### src/rtl/display_scan_if.sv
// Handshake and decoder-side signals of the 7-segment scan controller.
// The master modport is the controlling side; the slave modport is the scan controller itself.
interface display_scan_if #(
  parameter int NUM_DIG = 4
);
  logic                 enable;
  logic [4*NUM_DIG-1:0] datos;
  logic                 cargar;
  logic                 cargar_ack;
  logic                 lamp_test;
  logic                 supr_ceros;
  logic [3:0]           Entradas;
  logic [1:0]           LT_BI;
  logic                 LE;
  logic [NUM_DIG-1:0]   anodos;
  logic                 fin_cuadro;

  modport master (
    output enable, datos, cargar, lamp_test, supr_ceros,
    input  cargar_ack, Entradas, LT_BI, LE, anodos, fin_cuadro
  );

  modport slave (
    input  enable, datos, cargar, lamp_test, supr_ceros,
    output cargar_ack, Entradas, LT_BI, LE, anodos, fin_cuadro
  );
endinterface

### src/rtl/display_scan_ctrl.sv
// Time-multiplexed scan controller for NUM_DIG common-anode 7-segment digits sharing one
// decoder; a double-buffered value is committed only on frame boundaries.
//
//   state | meaning
//   IDLE  | scan stopped, all digits dark
//   BLANK | anti-ghosting gap, decoder input settles for digit idx
//   SHOW  | digit idx driven, decoder latched
module display_scan_ctrl #(
  parameter int NUM_DIG   = 4,
  parameter int PRESC     = 1000,
  parameter int BLANK_CYC = 16
) (
  input logic           clk,
  input logic           rst_n,
  display_scan_if.slave bus
);

  localparam int DW = 4 * NUM_DIG;
  localparam int PW = (PRESC > 1) ? $clog2(PRESC) : 1;
  localparam int IW = (NUM_DIG > 1) ? $clog2(NUM_DIG) : 1;
  localparam logic [PW-1:0] P_LAST = PW'(PRESC - 1);
  localparam logic [PW-1:0] B_LAST = PW'(BLANK_CYC - 1);
  localparam logic [IW-1:0] I_LAST = IW'(NUM_DIG - 1);

  typedef enum logic [1:0] {
    IDLE  = 2'd0,
    BLANK = 2'd1,
    SHOW  = 2'd2
  } state_t;

  state_t             state, state_nxt;
  logic [PW-1:0]      presc, presc_nxt;
  logic [IW-1:0]      idx, idx_nxt;
  logic [DW-1:0]      disp, disp_nxt, hold;
  logic               pending, lamp_flag, lamp_nxt;
  logic               frame_end, commit;
  logic [NUM_DIG-1:0] supr, an_nxt;
  logic               zero_above;
  logic [3:0]         dig_nxt;
  logic [1:0]         ltbi_nxt;

  assign frame_end = bus.enable && (state == SHOW) && (presc == P_LAST) && (idx == I_LAST);
  assign commit    = frame_end && pending;
  assign disp_nxt  = commit ? hold : disp;
  assign lamp_nxt  = frame_end ? bus.lamp_test : lamp_flag;

  always_comb begin
    state_nxt = state;
    presc_nxt = presc;
    idx_nxt   = idx;
    if (!bus.enable) begin
      state_nxt = IDLE;
      presc_nxt = '0;
      idx_nxt   = '0;
    end else begin
      case (state)
        IDLE: begin
          state_nxt = BLANK;
          presc_nxt = '0;
          idx_nxt   = '0;
        end
        BLANK: begin
          presc_nxt = presc + PW'(1);
          if (presc == B_LAST) state_nxt = SHOW;
        end
        SHOW: begin
          if (presc == P_LAST) begin
            presc_nxt = '0;
            state_nxt = BLANK;
            idx_nxt   = (idx == I_LAST) ? '0 : idx + IW'(1);
          end else begin
            presc_nxt = presc + PW'(1);
          end
        end
        default: state_nxt = IDLE;
      endcase
    end
  end

  // A digit is suppressed when it and every more significant digit are zero; digit 0 never is.
  always_comb begin
    zero_above = 1'b1;
    supr       = '0;
    for (int k = NUM_DIG - 1; k > 0; k--) begin
      zero_above = zero_above && (disp_nxt[4*k +: 4] == 4'd0);
      supr[k]    = zero_above;
    end
  end

  always_comb begin
    dig_nxt         = disp_nxt[{idx_nxt, 2'b00} +: 4];
    an_nxt          = '1;
    an_nxt[idx_nxt] = 1'b0;
    if (state_nxt != SHOW)
      ltbi_nxt = 2'b10;
    else if (lamp_nxt)
      ltbi_nxt = 2'b00;
    else if ((bus.supr_ceros && supr[idx_nxt]) || (dig_nxt > 4'd9))
      ltbi_nxt = 2'b10;
    else
      ltbi_nxt = 2'b11;
  end

  // Outputs are registered from next-state values so they line up with the state register.
  always_ff @(posedge clk or negedge rst_n) begin
    if (!rst_n) begin
      state          <= IDLE;
      presc          <= '0;
      idx            <= '0;
      disp           <= '0;
      hold           <= '0;
      pending        <= 1'b0;
      lamp_flag      <= 1'b0;
      bus.Entradas   <= 4'd0;
      bus.LT_BI      <= 2'b10;
      bus.LE         <= 1'b0;
      bus.anodos     <= '1;
      bus.cargar_ack <= 1'b0;
      bus.fin_cuadro <= 1'b0;
    end else begin
      state     <= state_nxt;
      presc     <= presc_nxt;
      idx       <= idx_nxt;
      disp      <= disp_nxt;
      lamp_flag <= lamp_nxt;
      if (bus.cargar) hold <= bus.datos;
      pending        <= bus.cargar || (pending && !commit);
      bus.cargar_ack <= commit;
      bus.fin_cuadro <= (state_nxt == SHOW) && (presc_nxt == P_LAST) && (idx_nxt == I_LAST);
      bus.Entradas   <= (state_nxt == IDLE) ? 4'd0 : dig_nxt;
      bus.LT_BI      <= ltbi_nxt;
      bus.LE         <= (state_nxt == SHOW);
      bus.anodos     <= (state_nxt == SHOW) ? an_nxt : '1;
    end
  end

endmodule

### src/flat_wrapper.sv
// flat-port wrapper written by rule: the top's interface ports become plain ports
module display_scan_ctrl_flat 
#(
  parameter int NUM_DIG   = 4,
  parameter int PRESC     = 1000,
  parameter int BLANK_CYC = 16
)
  (clk, rst_n, bus_enable, bus_datos, bus_cargar, bus_lamp_test, bus_supr_ceros, bus_cargar_ack, bus_Entradas, bus_LT_BI, bus_LE, bus_anodos, bus_fin_cuadro);
  display_scan_if #(.NUM_DIG(NUM_DIG)) bus_i ();
  input logic clk;
  input logic rst_n;
  input wire logic [$bits(bus_i.enable)-1:0] bus_enable;
  input wire logic [$bits(bus_i.datos)-1:0] bus_datos;
  input wire logic [$bits(bus_i.cargar)-1:0] bus_cargar;
  input wire logic [$bits(bus_i.lamp_test)-1:0] bus_lamp_test;
  input wire logic [$bits(bus_i.supr_ceros)-1:0] bus_supr_ceros;
  output wire logic [$bits(bus_i.cargar_ack)-1:0] bus_cargar_ack;
  output wire logic [$bits(bus_i.Entradas)-1:0] bus_Entradas;
  output wire logic [$bits(bus_i.LT_BI)-1:0] bus_LT_BI;
  output wire logic [$bits(bus_i.LE)-1:0] bus_LE;
  output wire logic [$bits(bus_i.anodos)-1:0] bus_anodos;
  output wire logic [$bits(bus_i.fin_cuadro)-1:0] bus_fin_cuadro;
  assign bus_i.enable = bus_enable;
  assign bus_i.datos = bus_datos;
  assign bus_i.cargar = bus_cargar;
  assign bus_i.lamp_test = bus_lamp_test;
  assign bus_i.supr_ceros = bus_supr_ceros;
  assign bus_cargar_ack = bus_i.cargar_ack;
  assign bus_Entradas = bus_i.Entradas;
  assign bus_LT_BI = bus_i.LT_BI;
  assign bus_LE = bus_i.LE;
  assign bus_anodos = bus_i.anodos;
  assign bus_fin_cuadro = bus_i.fin_cuadro;
  display_scan_ctrl #(.NUM_DIG(NUM_DIG), .PRESC(PRESC), .BLANK_CYC(BLANK_CYC)) u_core (.clk(clk), .rst_n(rst_n), .bus(bus_i));
endmodule
### config.mk
export PLATFORM = sky130hd
export DESIGN_NAME = display_scan_ctrl_flat
export DESIGN_NICKNAME = d
export VERILOG_FILES = /design/src/rtl/display_scan_if.sv /design/src/rtl/display_scan_ctrl.sv /design/src/flat_wrapper.sv
export SDC_FILE = /design/constraint.sdc
export NUM_CORES = 1
export LEC_CHECK = 0
export BUFFER_PORTS_ARGS = -buffer_cell sky130_fd_sc_hd__buf_2
export CAP_MARGIN = 10
export CORE_MARGIN = 4
export CORE_UTILIZATION = 47
export CTS_CLUSTER_DIAMETER = 30
export DETAILED_ROUTE_END_ITERATION = 6
export PLACE_DENSITY = 0.67
export SLEW_MARGIN = 20
export SYNTH_ARGS = -nofsm -noshare
export SYNTH_HDL_FRONTEND = slang
export SYNTH_SLANG_ARGS = --single-unit
### constraint.sdc
create_clock -name clk -period 2.8 [get_ports clk]
set_input_delay 0.14 -clock clk [delete_from_list [all_inputs] [get_ports clk]]
set_output_delay 0.14 -clock clk [all_outputs]
set_load 0.01 [all_outputs]
==> out/metrics.yaml <==
outcome: "complete, no violations"
tns_ps: 0
detail-route-antenna-nets: 0
crit_path_frequent_cell: "mux2i_1"
cp.arrival_ps: 2780
synth_seq_cells: 61
synth_area_leaders: "dfrtp_1 49%, mux2i_1 8.1%, mux2_2 6.7%"
drv_cap: 0
seq_area_frac_synth_pct: 54.0
grt.overflow.total: 0
yosysMostFrequentCell: "dfrtp_1"
insertion_delay_ps: 340
rows: 28
grt_pass1_wl_um: 9210
gp_congestion: 0.833
first_iter_violations: 67
cpPeakStageDelay_ps: 550
cts.sinks: 61
port_buffers: 34
antenna_found_initial: 0
fp.dieArea_sq_mm: 0.00734
ir_drop_v: 0.000481
met3_usage_pct: 6.24
grt_max_degree: 62
initial_core_util_pct: 48.2
met1_usage_pct: 20.4
combPwrFrac_pct: 4.2
setup_viol: 0
ys_warn_count: 0
yosysTopAreaCellShare_pct: 49.4
synthArstFlopShare_pct: 100
end_kind: "flip-flop"
via_count: 1962
die_width_um: 85.7
synth_area_sq_mm: 0.00284
synth_area_leader_cell: "dfrtp_1"
numCtsBuffers: 9
leakage_uw: 0.00174
worstMarginPinSlew_ps: 741
synth.avg_cell_area_sq_um: 11.1
n_fill_cell: 529
clkSlewWorstSetupHoldPaths_ps: 60
grt_pass1_vias: 2020
cts_setup_buffers: 0
required_ps: 3020
dp_hpwl_um: 3970
critPathLaunchType: "flip-flop"
core-area_sq_mm: 0.00589
fin_crit_ps: 2560
synth_edf_count: 0
total_power_uw: 1870
p_clk_share_pct: 46.3
finalClockSkew_ps: 5.86
drive_above_1_share_pct: 26.2
internal-power_uw: 1490
htreeDepth: 3
die_y_um: 85.7
crit_fanout: 10
sw_frac_of_total_pct: 20.3
fin_cells: 376
routedWlPerCell_um: 14.4
pwr-share-seq_pct: 49.4
place_ws_ps: 212
grt-busiest-layer: "met2"
vias_per_cell: 5.22
antenna_cells: 0
hold_violations: 0
max_freq_mhz: 391
postCtsHoldBufs: 1
ctsResizeCount: 0
final_net_count: 320
clockBufferDepth: 2
root_buffer: "clkbuf_8"
io_pins: 35
synth_flop_cell: "dfrtp_1"
p_switching_uw: 380
path_class: "flip-flop to flip-flop"
whs_ps: 29.6
syn-instance-count: 255
multi_input_area_sq_mm: 0.00116
critical_path.slowest_cell: "o31ai_4"
syn_nets: 279
worst_slack_ps: 242
crit_path_cell_trace: "ha_1 -> nor2b_1 -> a31oi_1 -> o31ai_4 -> mux2i_1 -> mux2i_1 -> a21o_1 -> o2111a_1"
fin_crit_sh_pct: 91.4
first_pass_iters: 4
p_per_area_mw_per_mm2: 568
track_usage_pct: 16.4
cts_tree: "yes"
yosys.cell_types.count: 46
grtUsageMet2_pct: 26.1
dp_cells: 359
route.detailed.drc: 0
wirelength_um: 5410
syn_to_final_growth_pct: 16.4
slew_violations: 0
yosys-top-cells-count: "56 x dfrtp_1, 24 x nand2_1, 23 x mux2i_1, 23 x nor2_1, 18 x inv_1"
slew_headroom_pct: 50.6
rsz0062_at_grt: "no"
regArea_sq_mm: 0.00153
hp-class: "input pin to flip-flop"
==> flip-flops by register name (all words and copies together) (netlist names) <==
signal / count
u_core.lamp_flag: 1
u_core.bus.LE: 1
u_core.bus.fin_cuadro: 1
u_core.hold: 16
u_core.idx: 2
u_core.pending: 1
u_core.bus.anodos: 4
u_core.bus.cargar_ack: 1
u_core.state: 2
u_core.presc: 10
u_core.bus.LT_BI: 2
u_core.bus.Entradas: 4
u_core.disp: 16
==> critical path, delay by kind of cell, from the launching register on <==
| kind | cells | cell delay (ps) |
|---|---|---|
| AND/OR/NAND/NOR | 1 | 280 |
| multiplexers | 2 | 420 |
| AO/OA/AOI/OAI | 4 | 1030 |
| adder cells (fa/ha/maj) | 1 | 270 |
| flip-flops | 1 | 450 |
==> worst paths after layout <==
check	start	to	slack [ps]	cells after the start
min in group asynchronous	rst_n	u_core.presc[6]	490	3
hold / removal	bus_datos[1]	u_core.hold[1]	30	2
hold reg to reg	u_core.disp[0]	u_core.disp[0]	460	2
max in group asynchronous	rst_n	u_core.hold[7]	1830	3
setup reg to reg	u_core.presc[0]	u_core.bus.LT_BI[0]	240	8
setup / recovery	u_core.presc[0]	u_core.bus.LT_BI[0]	240	8
==> per-stage QoR <==
| step | utilization [%] | area [sq um] |
|---|---|---|
| floorplan | - | 2840 |
| global placement | 52.1 | 3070 |
| detailed placement | 52.1 | 3070 |
| CTS | 56.1 | 3300 |
| global route | 56.1 | 3300 |
| finish | 56.1 | 3300 |
==> layout make-up <==
cell class | count | share of cell area (%)
sequential | 61 | 46.4
multi-input combinational | 165 | 35.2
timing repair buffer | 40 | 6.59
clock buffer | 12 | 4.70
tap | 75 | 2.84
inverter | 19 | 2.16
clock inverter | 4 | 2.12
==> metal layers <==
| layer | wire [um] | up-vias |
|---|---|---|
| met5 | 0 | - |
| li1 | - | 967 |
| met2 | 2480 | 40 |
| met4 | 122 | 0 |
| met3 | 250 | 12 |
| met1 | 2560 | 943 |
==> power by group through the flow <==
stage / combinational (uW) / clock, uW / sequential [uW]
finish: 79.4 / 868 / 927
global route: 89.9 / 933 / 929
CTS: 81.7 / 896 / 926
floorplan: 42.8 / 0 / 935
global placement: 79.0 / 0 / 941
detailed placement: 80.5 / 0 / 942
==> placed cells by master, fill, tap and decap left out, types with 3 or more instances in the layout <==
master / count
nand4_1: 3
and3_1: 3
nor2_1: 23
nand3b_1: 3
nand3_1: 7
a31oi_1: 3
dfrtp_1: 56
mux2i_1: 23
inv_1: 18
xnor2_1: 4
buf_2: 34
clkbuf_8: 11
buf_4: 5
mux2_2: 17
o211ai_1: 3
nand2_1: 24
or4_1: 3
dfstp_2: 5
nor4_1: 5
nand2b_1: 3
nor3_1: 8
xor2_1: 5
==> kinds of logic (layout without fill, tap and decap cells) <==
group	count (synthesis)	after routing	synth area share [%]
xor gates and xnor gates	9	9	2.78
muxes	40	40	14.9
buffers and inverters	29	75	5.03
and+or+nand+nor	94	94	17.2
DFF	61	61	54.0
AOI/OAI and AO/OA	20	20	5.25
adders and majority gates	2	2	0.882
Note: power is estimated with default switching activity, not from simulation.
